===== src/rtl/gomoku_input_pkg.sv =====
// Shared constants for the Gomoku button input path: state encoding and
// default debounce/auto-repeat timing at the 100 MHz system clock.
package gomoku_input_pkg;

  localparam int CLK_HZ            = 100_000_000;
  localparam int STABLE_CYCLES_DEF = CLK_HZ / 100;  // 10 ms
  localparam int REPEAT_DELAY_DEF  = CLK_HZ / 2;    // 500 ms
  localparam int REPEAT_PERIOD_DEF = CLK_HZ / 10;   // 100 ms

  localparam logic [2:0] ST_IDLE       = 3'd0;
  localparam logic [2:0] ST_PRESS_DB   = 3'd1;
  localparam logic [2:0] ST_HELD_WAIT  = 3'd2;
  localparam logic [2:0] ST_REPEAT     = 3'd3;
  localparam logic [2:0] ST_RELEASE_DB = 3'd4;

  function automatic int max3(input int a, input int b, input int c);
    int m;
    m = (a > b) ? a : b;
    return (m > c) ? m : c;
  endfunction

endpackage


===== src/rtl/cycle_timer.sv =====
// Saturating up-counter with clear/enable; done flags that the next
// increment would reach the limit, so the owner can act on that same edge.
module cycle_timer #(
  parameter int WIDTH = 8
) (
  input  logic             clk_100mhz,
  input  logic             rst_n,
  input  logic             clear,
  input  logic             enable,
  input  logic [WIDTH-1:0] limit,
  output logic             done
);

  logic [WIDTH-1:0] count;
  logic [WIDTH:0]   count_inc;

  assign count_inc = {1'b0, count} + {{WIDTH{1'b0}}, 1'b1};
  assign done      = (count_inc >= {1'b0, limit});

  always_ff @(posedge clk_100mhz or negedge rst_n) begin
    if (!rst_n) begin
      count <= '0;
    end else if (clear) begin
      count <= '0;
    end else if (enable && (count != {WIDTH{1'b1}})) begin
      count <= count_inc[WIDTH-1:0];
    end
  end

endmodule


===== src/rtl/btn_pulse_conditioner.sv =====
// Debounces the synchronized button level and emits press, release and
// auto-repeat strobes for the cursor/placement logic.
//
// state         | meaning
// IDLE          | button released, level 0
// PRESS_DB      | counting consecutive 1 samples toward acceptance
// HELD_WAIT     | pressed, waiting for the first auto-repeat
// REPEAT        | pressed, repeating every REPEAT_PERIOD cycles
// RELEASE_DB    | counting consecutive 0 samples; repeat count frozen
module btn_pulse_conditioner
  import gomoku_input_pkg::*;
#(
  parameter int STABLE_CYCLES = STABLE_CYCLES_DEF,
  parameter int REPEAT_DELAY  = REPEAT_DELAY_DEF,
  parameter int REPEAT_PERIOD = REPEAT_PERIOD_DEF,
  parameter int REPEAT_EN     = 1
) (
  input  logic clk_100mhz,
  input  logic rst_n,
  input  logic btn_sync,
  output logic btn_level,
  output logic press_pulse,
  output logic release_pulse,
  output logic repeat_pulse
);

  localparam int CW = $clog2(max3(STABLE_CYCLES, REPEAT_DELAY, REPEAT_PERIOD)) + 1;
  localparam logic [CW-1:0] STABLE_LIM = CW'(STABLE_CYCLES);
  localparam logic [CW-1:0] DELAY_LIM  = CW'(REPEAT_DELAY);
  localparam logic [CW-1:0] PERIOD_LIM = CW'(REPEAT_PERIOD);

  logic [2:0]    state, state_nxt;
  logic          stab_clr, stab_en, stab_done;
  logic          rep_clr, rep_en, rep_done;
  logic [CW-1:0] rep_lim;
  logic          level_nxt, press_nxt, release_nxt, repeat_nxt;

  assign rep_lim = (state == ST_REPEAT) ? PERIOD_LIM : DELAY_LIM;

  cycle_timer #(.WIDTH(CW)) u_stable_timer (
    .clk_100mhz (clk_100mhz),
    .rst_n      (rst_n),
    .clear      (stab_clr),
    .enable     (stab_en),
    .limit      (STABLE_LIM),
    .done       (stab_done)
  );

  cycle_timer #(.WIDTH(CW)) u_repeat_timer (
    .clk_100mhz (clk_100mhz),
    .rst_n      (rst_n),
    .clear      (rep_clr),
    .enable     (rep_en),
    .limit      (rep_lim),
    .done       (rep_done)
  );

  always_comb begin
    state_nxt   = state;
    stab_clr    = 1'b0;
    stab_en     = 1'b0;
    rep_clr     = 1'b0;
    rep_en      = 1'b0;
    level_nxt   = btn_level;
    press_nxt   = 1'b0;
    release_nxt = 1'b0;
    repeat_nxt  = 1'b0;
    case (state)
      ST_IDLE: begin
        rep_clr = 1'b1;
        if (btn_sync) begin
          state_nxt = ST_PRESS_DB;
          stab_en   = 1'b1;
        end else begin
          stab_clr = 1'b1;
        end
      end
      ST_PRESS_DB: begin
        rep_clr = 1'b1;
        if (!btn_sync) begin
          state_nxt = ST_IDLE;
          stab_clr  = 1'b1;
        end else if (stab_done) begin
          state_nxt = ST_HELD_WAIT;
          stab_clr  = 1'b1;
          level_nxt = 1'b1;
          press_nxt = 1'b1;
        end else begin
          stab_en = 1'b1;
        end
      end
      ST_HELD_WAIT, ST_REPEAT: begin
        // A drop on the edge a repeat falls due wins; the repeat count freezes.
        if (!btn_sync) begin
          state_nxt = ST_RELEASE_DB;
          stab_en   = 1'b1;
        end else begin
          stab_clr = 1'b1;
          if (rep_done && (REPEAT_EN != 0)) begin
            state_nxt  = ST_REPEAT;
            rep_clr    = 1'b1;
            repeat_nxt = 1'b1;
          end else begin
            rep_en = 1'b1;
          end
        end
      end
      ST_RELEASE_DB: begin
        if (btn_sync) begin
          state_nxt = ST_HELD_WAIT;
          stab_clr  = 1'b1;
          rep_clr   = 1'b1;
        end else if (stab_done) begin
          state_nxt   = ST_IDLE;
          stab_clr    = 1'b1;
          rep_clr     = 1'b1;
          level_nxt   = 1'b0;
          release_nxt = 1'b1;
        end else begin
          stab_en = 1'b1;
        end
      end
      default: begin
        state_nxt = ST_IDLE;
        stab_clr  = 1'b1;
        rep_clr   = 1'b1;
        level_nxt = 1'b0;
      end
    endcase
  end

  always_ff @(posedge clk_100mhz or negedge rst_n) begin
    if (!rst_n) begin
      state         <= ST_IDLE;
      btn_level     <= 1'b0;
      press_pulse   <= 1'b0;
      release_pulse <= 1'b0;
      repeat_pulse  <= 1'b0;
    end else begin
      state         <= state_nxt;
      btn_level     <= level_nxt;
      press_pulse   <= press_nxt;
      release_pulse <= release_nxt;
      repeat_pulse  <= repeat_nxt;
    end
  end

endmodule


===== config.mk =====
export PLATFORM = sky130hd
export DESIGN_NAME = btn_pulse_conditioner
export DESIGN_NICKNAME = d
export VERILOG_FILES = /design/src/rtl/gomoku_input_pkg.sv /design/src/rtl/cycle_timer.sv /design/src/rtl/btn_pulse_conditioner.sv
export SDC_FILE = /design/constraint.sdc
export NUM_CORES = 1
export LEC_CHECK = 0
export BUFFER_PORTS_ARGS = -buffer_cell sky130_fd_sc_hd__buf_2
export CORE_MARGIN = 2
export CORE_UTILIZATION = 40
export CTS_CLUSTER_DIAMETER = 80
export DETAILED_ROUTE_END_ITERATION = 12
export GPL_TIMING_DRIVEN = 0
export PLACE_DENSITY = 0.51
export SETUP_SLACK_MARGIN = 0.5
export SLEW_MARGIN = 5
export SYNTH_ARGS = -nofsm -noshare
export SYNTH_HDL_FRONTEND = slang
export SYNTH_SLANG_ARGS = --single-unit

===== constraint.sdc =====
create_clock -name clk_100mhz -period 10.3 [get_ports clk_100mhz]
set_clock_uncertainty 0.2 [all_clocks]
set_input_delay 1.545 -clock clk_100mhz [delete_from_list [all_inputs] [get_ports clk_100mhz]]
set_output_delay 1.545 -clock clk_100mhz [all_outputs]
set_load 0.01 [all_outputs]

==> results by group, run 1 <==
Outcome
  • Run status: finished clean

CTS
  • # Post-CTS Setup Buffers: 0
  • Hold_buf cts: 0
  • TritonCTS clock tree: done
  • Number of clock sinks: 61
  • H-tree levels: 3
  • Clk_lat worst skew: 350 ps
  • CTS Buf Count: 9
  • CTS Root Cell: clkbuf_8
  • Clock slew seen by the registers of the worst setup and hold paths: approximately 70 ps
  • Largest buffer count on any clock path: 2
  • CTS resizes: 0

Setup path
  • Required time reported for the critical path endpoint: 10,340 ps
  • Crit path capture type: flop
  • Crit path cell chain: ha_1 > inv_1 > nor2_1 > nand2_1 > nor2_1 > nand3_1 > xnor2_1 > ha_1 > a21o_1 > nor2_1 > o31a_1 > a221oi_1 > a21oi_1 > o2111ai_4 > or2_1 > clkbuf_1 > a21oi_1 > a21o_1
  • Buffers plus inverters on the worst setup path: 2
  • Worst path arrival time: 4810 ps
  • Launching element type of the critical path: flop
  • Dominant delay contributor by cell family on the critical path: compound AO/OA/AOI/OAI gates
  • Critical path start-end classification: reg -> reg
  • Cell with the largest stage delay on the worst path: clkbuf_1
  • Max incr delay on CP: 510 ps
  • Most used cell along the critical path: nor2_1
  • Critical Path Fanout Max: 10

Job
  • Number of max-capacitance violations reported: 0

Final layout
  • Share of post-route cells with drive strength above 1: 8.740%
  • Most frequent cells in the layout: dfrtp_1 (61), nand2_1 (51), a21oi_1 (33), nor2_1 (32), nand3_1 (30)
  • Synth-to-layout area growth: 9.900%
  • Most common cell after layout, fill and taps aside: dfrtp_1
  • Diodes inserted: 0
  • Final layout net count: 501

Yosys
  • Seq/Total Area, Yosys: 37.98%
  • Number of warnings issued by yosys: 0
  • Combined area of all synthesized cells: ~4000 um2
  • Net count after synthesis: between 400 and 500
  • Share of async-settable or async-resettable flops after synthesis: 100.0%
  • Number of flops mapped to enable cells by yosys: 0
  • Post-synthesis cell count: 471
  • Total of flip-flops plus latches after synthesis: 61
  • Mean cell area of the mapped netlist: approximately 8.5 um2
  • Leading register cell type out of synthesis: dfrtp_1
  • Unique cell type count in the Yosys netlist: 62

Timing
  • Unrepaired setup endpoints after global routing: no
  • Relative slew margins: between 40 and 50%
  • Final hold violation count: 0
  • Maximum achievable frequency: 209.7 MHz
  • Final-report setup violation count: 0
  • Max Transition Viols Final: 0
  • Final total negative setup slack: 0 ps
  • Crit share post-route: 46.29%
  • Min cycle time layout: 4768 ps
  • Tightest Pin Transition: 881.1 ps

Power
  • Max IR drop VDD: 0.1134 mV
  • Cell leakage power: 1.765 nW
  • Final total power: between 800 and 900 uW
  • Pwr dens: between 150 and 200 nW/um2

Place
  • Number of buffers added on ports: 6
  • Estimated wirelength of the detail-placed design: 7331 um
  • Routability congestion estimate from global placement: 0.8851

Global routing
  • Global-route wire length before repair: 17,490 um
  • Number of antenna violations at the first check in global routing: 0
  • Overflow after GRT: 0
  • Pin count of the biggest net entering global routing: 62
  • Total track usage: about 20%
  • Via count of the first global-routing pass: around 3.5k

Floorplan
  • Chip Width: 104.2 um
  • Chip Height: 104.2 um
  • Area of the die: between 10,000 and 15,000 um2
  • Boundary Pins: 7
  • Std cell rows: 36
  • Initial core utilization: ~40%
  • CORE AREA: 9774 um2

Routing
  • Number of vias after detailed routing: roughly 3.5k
  • Via/cell ratio: about 5.7
  • Average wire per standard cell: between 15 and 20 um
  • Count of unresolved DRC violations after routing: 0
  • Number of optimization iterations in the first detailed-route pass: 5
  • Drt initial violations: 120
  • Antenna-violating nets left: 0
  • Final wirelength: 10,280 um

Worst hold path
  • Worst min-delay path class: reg -> reg
-- flip-flops by register name (all words and copies together) (netlist names) --
signal and count:
u_repeat_timer.count 27, repeat_pulse 1, release_pulse 1, press_pulse 1, state 3, u_stable_timer.count 27, btn_level 1
-- per-layer routing --
metal | up-vias | global-route usage (%) | wire length (um)
met1 | 1683 | 25.02 | 4628
met4 | 0 | 9.459 | 270
li1 | 1778 | - | -
met5 | - | 0 | 0
met3 | 21 | 2.506 | 256
met2 | 56 | 34.59 | 5128
-- kinds of logic after synthesis --
| group | Yosys count | synth area share (%) |
|---|---|---|
| AO/OA/AOI/OAI | 107 | 18.21 |
| XOR/XNOR | 35 | 7.628 |
| adder cells (fa/ha/maj) | 10 | 3.113 |
| buffers and inverters | 41 | 4.545 |
| flip-flops | 61 | 37.98 |
| multiplexers | 4 | 1.027 |
| AND/OR/NAND/NOR | 213 | 27.49 |
-- final timing paths --
check | from | to | slack (ps) | cells after the start
hold / removal | u_repeat_timer.count[19] | u_repeat_timer.count[19] | 340 | 2
min in group asynchronous | rst_n | u_repeat_timer.count[8] | 1080 | 1
max in group asynchronous | rst_n | u_stable_timer.count[2] | 8290 | 1
hold reg to reg | u_repeat_timer.count[19] | u_repeat_timer.count[19] | 340 | 2
setup reg to reg | u_repeat_timer.count[0] | u_repeat_timer.count[15] | 5530 | 18
setup / recovery | u_repeat_timer.count[0] | u_repeat_timer.count[15] | 5530 | 18
-- through the flow --
step                hold WS [ps]  utilization [%]  cells  worst slack, ps  area (um2)
global placement           319.1            43.13    610             5592        4215
floorplan                  282.6                -    471             6306        4019
finish                     339.7            45.19    625             5532        4417
global route               366.4            45.19    625             5114        4417
detailed placement         319.8            43.15    610             5514        4218
CTS                        336.2            45.19    625             5486        4417
-- synthesized netlist by cell type, types with 2 or more instances --
| master | n | share of area, % |
|---|---|---|
| nor3_1 | 15 | 1.9 |
| and2_1 | 3 | 0.47 |
| a221oi_1 | 2 | 0.44 |
| a31oi_1 | 5 | 0.78 |
| a21o_1 | 6 | 1.1 |
| or4_1 | 4 | 0.75 |
| nand2b_1 | 2 | 0.31 |
| ha_1 | 10 | 3.1 |
| a2bb2oi_1 | 2 | 0.44 |
| o21ai_0 | 19 | 2.4 |
| dfrtp_1 | 61 | 38 |
| xor2_1 | 14 | 3.1 |
| o211ai_1 | 2 | 0.37 |
| nand3_1 | 30 | 3.7 |
| a2111o_1 | 2 | 0.56 |
| nand4_1 | 19 | 3.0 |
| nor3b_1 | 2 | 0.37 |
| buf_6 | 2 | 0.56 |
| nor2b_1 | 3 | 0.47 |
| or3_1 | 17 | 2.6 |
| nor2_2 | 2 | 0.31 |
| and4_1 | 6 | 1.3 |
| nor2_1 | 32 | 3.0 |
| o21a_1 | 3 | 0.56 |
| a41oi_1 | 2 | 0.44 |
| xnor2_1 | 21 | 4.6 |
| nor4_1 | 17 | 2.6 |
| buf_2 | 7 | 0.87 |
| o21ai_1 | 6 | 0.75 |
| and3_1 | 4 | 0.62 |
| o31a_1 | 4 | 0.87 |
| nand2_1 | 51 | 4.8 |
| o31ai_1 | 3 | 0.56 |
| a311oi_1 | 2 | 0.44 |
| a21oi_2 | 2 | 0.44 |
| clkbuf_1 | 12 | 1.1 |
| inv_1 | 18 | 1.7 |
| mux2i_1 | 3 | 0.75 |
| a21oi_1 | 33 | 4.1 |
-- report_power, final --
| group | total [mW] | internal, mW | switching [mW] |
|---|---|---|---|
| sequential | 0.333 | 0.285 | 0.0480 |
| clock | 0.224 | 0.123 | 0.101 |
| combinational | 0.290 | 0.107 | 0.183 |
-- final cells by class --
type / instances / area, um2
fill: 982 / 5358
multi-input combinational: 369 / 2310
sequential: 61 / 1526
tap: 133 / 166.4
clock buffer: 11 / 151.4
buffer: 23 / 115.1
inverter: 18 / 67.56
clock inverter: 4 / 47.55
timing repair buffer: 6 / 32.53
-- worst reg2reg max path, delay by kind of cell (launching register included) --
kind | cells | cell delay [ps]
xor+xnor | 1 | 160
compound gates | 7 | 1460
buf+inv | 2 | 670
fa+ha+maj | 2 | 620
flops | 1 | 430
simple gates | 6 | 1140
(Power assumes the default switching activity.)
==> run 2: changes to the inputs <==
Settings changed: ABC_AREA set to 1.
Clock period 10.3 ns to 4.5 ns, I/O delays scaled along.
==> results by group, run 2 <==
Outcome
  • Run status: finished clean

Global routing
  • Met3 routing resource usage after global routing: 4.801%
  • Pin count of the biggest net entering global routing: a little over 60
  • GR Util met2: 40.48%
  • Global-route wire length before repair: 20,040 um
  • Number of antenna violations at the first check in global routing: 0
  • Overflow after GRT: 0
  • Grt peak-use layer: met2
  • Total track usage: 21.77%
  • Via count of the first global-routing pass: 4,252
  • GR Layer Usage met1: 24.12%

Yosys
  • Post-synthesis cell count: about 670
  • Number of flops mapped to enable cells by yosys: 0
  • Mean cell area of the mapped netlist: ~6.6 um2
  • Number of warnings issued by yosys: 0
  • Share of async-settable or async-resettable flops after synthesis: 100.0%
  • Most common cell in the netlist: nand2_1
  • Portion of synthesized cell area occupied by the leading cell type: between 30 and 40%
  • Unique cell type count in the Yosys netlist: 33
  • Top cells by count, synth: nand2_1 (269), nor2_1 (89), dfrtp_1 (61), inv_1 (59), nand3_1 (45)
  • Leading register cell type out of synthesis: dfrtp_1
  • Synth top area cells: dfrtp_1 (34%), nand2_1 (23%), nor2_1 (7.5%), nand3_1 (5.1%), inv_1 (5.0%)
  • Top cell type by total area after synthesis: dfrtp_1
  • Total of flip-flops plus latches after synthesis: between 60 and 70
  • Seq/Total Area, Yosys: 34.28%
  • Combined area of all synthesized cells: around 4500 um2
  • Net count after synthesis: 686

Place
  • Number of buffers added on ports: 6
  • Routability congestion estimate from global placement: 0.8479
  • Estimated wirelength of the detail-placed design: 8836 um
  • Post-Place Cells: 819

Routing
  • Drt initial violations: 211
  • Number of optimization iterations in the first detailed-route pass: 6
  • Average wire per standard cell: about 14 um
  • Final wirelength: 11,820 um
  • Count of unresolved DRC violations after routing: 0
  • Antenna-violating nets left: 0
  • Number of vias after detailed routing: 4,209
  • Via/cell ratio: 5.041

Timing
  • Final total negative setup slack: 0 ps
  • Unrepaired setup endpoints after global routing: no
  • Maximum achievable frequency: 277.7 MHz
  • Tightest Pin Transition: 791.3 ps
  • Final-report setup violation count: 0
  • Final hold violation count: 0
  • Relative slew margins: 47.25%
  • Min cycle time layout: 3601 ps
  • Crit share post-route: between 80% and 90%
  • Max Transition Viols Final: 0

Floorplan
  • Boundary Pins: 7
  • Std cell rows: 38
  • CORE AREA: ~11,000 um2
  • Area of the die: 11,990 um2
  • Chip Height: 109.5 um
  • Chip Width: ~110 um
  • Initial core utilization: between 40% and 50%

CTS
  • Hold_buf cts: 0
  • TritonCTS clock tree: done
  • Clk_lat worst skew: 360 ps
  • # Post-CTS Setup Buffers: 0
  • CTS Buf Count: 9
  • Clock slew seen by the registers of the worst setup and hold paths: 80 ps
  • Largest buffer count on any clock path: 2
  • CTS Root Cell: clkbuf_8
  • H-tree levels: 3
  • Number of clock sinks: 61

Setup path
  • Instance count on the critical path: 21
  • Reg2reg setup slack: approximately 900 ps
  • Max incr delay on CP: 450 ps
  • Required time reported for the critical path endpoint: 4540 ps
  • Buffers plus inverters on the worst setup path: 2
  • Timing endpoint of the critical path: u_repeat_timer.count[18]
  • Critical path startpoint: u_repeat_timer.count[2]
  • Crit path capture type: flop
  • Crit path cell chain: nand2_1 > nor2_1 > nand2_1 > nor2_1 > nand2_1 > nor2_1 > nand2_1 > nor2_2 > nand2_1 > xor2_1 > inv_1 > ha_1 > nand2_1 > nand3b_1 > nor2_4 > nand3_2 > nand3_1 > nand2_2 > buf_6 > nand4_1 > nand2_1
  • Launching element type of the critical path: flop
  • Critical Path Fanout Max: 10
  • Worst path arrival time: 3640 ps
  • Endpoint of the worst register-to-register path: u_repeat_timer.count[18]
  • Register-to-Register Path Depth: 21
  • Critical path start-end classification: reg -> reg
  • Cell with the largest stage delay on the worst path: dfrtp_1
  • Most used cell along the critical path: nand2_1
  • Dominant delay contributor by cell family on the critical path: simple AND/OR/NAND/NOR gates
  • Startpoint of the lowest-slack register-to-register path: u_repeat_timer.count[2]

Final layout
  • Share of post-route cells with drive strength above 1: 9.640%
  • Most common cell after layout, fill and taps aside: nand2_1
  • Non-Filler Instances: 835
  • Registers with the most flip-flops: u_repeat_timer.count: 27 flops, u_stable_timer.count: 27 flops, state: 3 flops
  • Diodes inserted: 0
  • Final layout net count: 703
  • Storage cell area: 1526 um2
  • Number of filler cells placed in the layout: 1,152
  • Synth-to-layout area growth: 10.09%
  • Area occupied by multi-input gates: 2587 um2
  • Most frequent cells in the layout: nand2_1 (269), nor2_1 (88), dfrtp_1 (61), inv_1 (59), nand3_1 (45)

Power
  • Max IR drop VDD: 0.1601 mV
  • Share of total power in sequential cells: a little under two fifths
  • Cell leakage power: 2.415 nW
  • Gate power share: 32.3%
  • Pwr dens: 403.2 nW/um2
  • Switching power: roughly 760 uW
  • Fraction of power spent switching nets: just under 40%
  • Portion of total power attributed to the clock network: 29.9%
  • Cell-internal power: 1.212 mW

Worst hold path
  • Worst min-delay path class: in -> async

Job
  • Number of max-capacitance violations reported: 0
## run 2: changes by cell type after synthesis, moves of 16 or more
cell,before,now
nand2_1,51,269
nor4_1,17,1
or3_1,17,0
inv_1,18,59
nor2_1,32,89
a21oi_1,33,6
## run 2: timing repair
action,in CTS,in global routing
resized for setup,0,3
hold endpoints to repair,0,0
setup endpoints to repair,0,12
## run 2: worst min path at each step
stage | startpoint | end | cells after the start
2_1_floorplan | rst_n | btn_level | 0
3_3_place_gp | btn_level | btn_level | 2
3_5_place_dp | btn_level | btn_level | 2
4_1_cts | rst_n | u_stable_timer.count[15] | 1
5_1_grt | rst_n | u_stable_timer.count[5] | 1
6_report | rst_n | u_stable_timer.count[6] | 1
## run 2: stage by stage
step	setup WS, ps	power [mW]	instance area (um2)	hold slack (ps)	util (%)
3_3_place_gp	864.2	1.387	4658	283.8	42.97
4_1_cts	832.7	1.998	4895	238.1	45.15
2_1_floorplan	1495	1.218	4453	179.4	-
5_1_grt	566.5	2.123	4902	257.2	45.22
3_5_place_dp	834.9	1.397	4661	300.2	42.99
6_report	898.8	1.977	4902	193.9	45.22
## run 2: layout make-up
type,count,area share (%)
multi-input combinational,536,52.78
clock buffer,11,3.088
sequential,61,31.14
inverter,64,4.952
clock inverter,5,1.685
tap,140,3.573
timing repair buffer,6,0.6636
buffer,12,2.118
## run 2: logic make-up (layout without fill, tap and decap cells)
family	after synthesis	count (layout)	synth area share (%)
and+or+nand+nor	477	477	47.04
buffers and inverters	76	98	7.670
xor gates and xnor gates	23	23	4.524
DFF	61	61	34.28
adders and majority gates	10	10	2.810
AOI/OAI and AO/OA	26	26	3.681
## run 2: power by group through the flow
stage	clock network, mW	logic, mW	registers [mW]
final	0.591	0.639	0.747
after floorplan	0	0.486	0.732
after global routing	0.627	0.735	0.761
after global placement	0	0.635	0.752
after CTS	0.609	0.644	0.745
after detailed placement	0	0.642	0.756
## run 2: layer usage
layer | up-vias | part of all wire (%)
met1 | 1963 | 43
met5 | - | 0
met2 | 52 | 52
li1 | 2174 | -
met3 | 20 | 2.4
met4 | 0 | 2.7
==> run 3: changes to the inputs <==
Settings changed: PLACE_DENSITY 0.51 to 0.53.
Clock period 4.5 ns to 3.2 ns, I/O delays scaled along.
==> results by group, run 3 (synthesized netlist as in run 2, its figures left out) <==
Final layout
  • Most common cell after layout, fill and taps aside: nand2_1
  • Diodes inserted: 0
  • Most frequent cells in the layout: nand2_1 (220), nor2_1 (65), dfrtp_1 (56), inv_1 (50), nand2_2 (47)
  • Synth-to-layout area growth: 37.09%
  • Registers with the most flip-flops: u_repeat_timer.count: 27 flops, u_stable_timer.count: 27 flops, state: 3 flops
  • Final standard cell utilization of the core: 56.31%
  • Final layout net count: 760
  • Non-Filler Instances: 892
  • Share of post-route cells with drive strength above 1: 31.38%
  • Design Area, Final: 6105 um2

Floorplan
  • Chip Width: approximately 110 um
  • Std cell rows: 38
  • Chip Height: 109.5 um
  • CORE AREA: between 10,000 and 15,000 um2
  • Initial core utilization: 41.08%
  • Boundary Pins: 7
  • Area of the die: 11,990 um2

Timing
  • Unrepaired setup endpoints after global routing: yes
  • Min cycle time layout: 3317 ps
  • Final hold violation count: 0
  • Final hold slack: 9.351 ps
  • Tightest Pin Transition: 910.7 ps
  • Minimum setup slack in the final design: -116.7 ps
  • Relative slew margins: about two fifths
  • Crit share post-route: 103.6%
  • Final total negative setup slack: -1971 ps
  • Maximum achievable frequency: roughly 300 MHz
  • Max Transition Viols Final: 0
  • Final-report setup violation count: 25

Global routing
  • Met3 routing resource usage after global routing: 5.276%
  • GR Layer Usage met1: 24.59%
  • Overflow after GRT: 0
  • Grt peak-use layer: met2
  • Pin count of the biggest net entering global routing: 62
  • Number of antenna violations at the first check in global routing: 0
  • Total track usage: 22.29%
  • Via count of the first global-routing pass: 4,430
  • GR Util met2: 41.40%
  • Global-route wire length before repair: 20,560 um

CTS
  • CTS Root Cell: clkbuf_8
  • Hold_buf cts: 0
  • H-tree levels: 3
  • CTS Buf Count: 9
  • Clk_lat worst skew: around 360 ps
  • TritonCTS clock tree: done
  • Largest buffer count on any clock path: 2
  • Clock slew seen by the registers of the worst setup and hold paths: about 80 ps
  • Number of clock sinks: 61

Power
  • Final total power: approximately 3.3 mW
  • Cell leakage power: between 2 and 3 nW
  • Max IR drop VDD: a little over 0.3 mV
  • Switching power: ~1.3 mW
  • Gate power share: 46.1%
  • Share of total power in sequential cells: 32.4%
  • Fraction of power spent switching nets: 39.85%
  • Pwr dens: 540.2 nW/um2
  • Cell-internal power: 1.984 mW
  • Portion of total power attributed to the clock network: 21.5%

Place
  • Estimated wirelength of the detail-placed design: 8759 um
  • Routability congestion estimate from global placement: 0.9085
  • Placement Cell Area: between 4000 and 5000 um2
  • Post-Place Cells: 819
  • Number of buffers added on ports: 6
  • Post-placement setup slack: -323.7 ps

Routing
  • Number of optimization iterations in the first detailed-route pass: 4
  • Final wirelength: between 10,000 and 15,000 um
  • Antenna-violating nets left: 0
  • Number of vias after detailed routing: 4,582
  • Drt initial violations: 240
  • Count of unresolved DRC violations after routing: 0
  • Average wire per standard cell: 15.18 um
  • Via/cell ratio: 5.137

Setup path
  • Max incr delay on CP: 440 ps
  • Critical Path Fanout Max: 6
  • Critical path start-end classification: reg -> reg
  • Launching element type of the critical path: flop
  • Required time reported for the critical path endpoint: 3250 ps
  • Crit path cell chain: inv_2 > nor2_4 > nand2_4 > nor2_4 > nand2_2 > nor2_1 > nand2_1 > nor2_2 > nand3_1 > xnor2_1 > ha_1 > inv_2 > a21oi_2 > nand2_2 > nor2_4 > buf_6 > a21oi_4 > nand4_4 > clkinv_4 > clkbuf_16 > nand2_4 > nand2_2
  • Cell with the largest stage delay on the worst path: dfrtp_1
  • Worst path arrival time: 3360 ps
  • Crit path capture type: flop

Outcome
  • Violated checks: negative setup slack
  • Run status: complete, but fails checks

Worst hold path
  • Worst min-delay path class: in -> async

Job
  • Number of max-capacitance violations reported: 0
-- run 3: cell types whose count changed in the layout (fill, tap and decap cells not counted), moves of 8 or more --
cell	delta
nor2_4	+14
nand2_1	-49
nor2_2	+9
nor2_1	-23
buf_4	+34
nand2_2	+41
inv_1	-9
buf_6	+8
nand3_1	-10
buf_8	+8
-- run 3: power groups by stage --
stage | clock, mW | sequential (mW) | combinational [mW]
floorplan | 0 | 1.03 | 0.689
global placement | 0 | 1.06 | 0.891
detailed placement | 0 | 1.06 | 0.901
CTS | 0.728 | 1.04 | 0.974
global route | 0.765 | 1.09 | 1.66
finish | 0.708 | 1.07 | 1.52
-- run 3: area by class of cell --
type	instances	area, um2
Buffer	12	157.7
Timing Repair Buffer	62	639.4
Multi-Input combinational cell	537	3147
Inverter	64	252.7
Sequential cell	61	1533
Clock buffer	9	123.9
Clock inverter	7	76.32
Tap cell	140	175.2
Fill cell	1011	4736
-- run 3: critical path, delay by kind of cell, from the launching register on --
| family | cells | cell delay, ps |
|---|---|---|
| compound gates | 2 | 190 |
| simple gates | 13 | 1320 |
| fa+ha+maj | 1 | 310 |
| xor+xnor | 1 | 150 |
| flops | 1 | 440 |
| buf+inv | 5 | 560 |
-- run 3: metal layers --
metal	wire length [um]	vias up
met5	0	-
met4	359	0
met3	323	29
met2	7337	54
met1	5520	2192
li1	-	2307
-- run 3: what timing repair did --
action	4_1_cts	5_1_grt
gates resized for setup	41	136
endpoints found under the setup margin	57	57
gates cloned	4	5
buffers inserted	23	25
pin swaps	15	44
hold endpoints to repair	0	0
-- run 3: path summary, 6_finish.rpt --
check                                             start                       end  slack [ps]  cells past startpoint
worst max-delay path            u_repeat_timer.count[0]  u_repeat_timer.count[20]        -120                     22
worst min register to register                btn_level                 btn_level         300                      2
max in group asynchronous                         rst_n   u_repeat_timer.count[3]        2230                      1
worst min-delay path                              rst_n   u_stable_timer.count[7]           9                      1
worst max register to register  u_repeat_timer.count[0]  u_repeat_timer.count[20]        -120                     22
min in group clk_100mhz                        btn_sync                  state[2]         200                      2
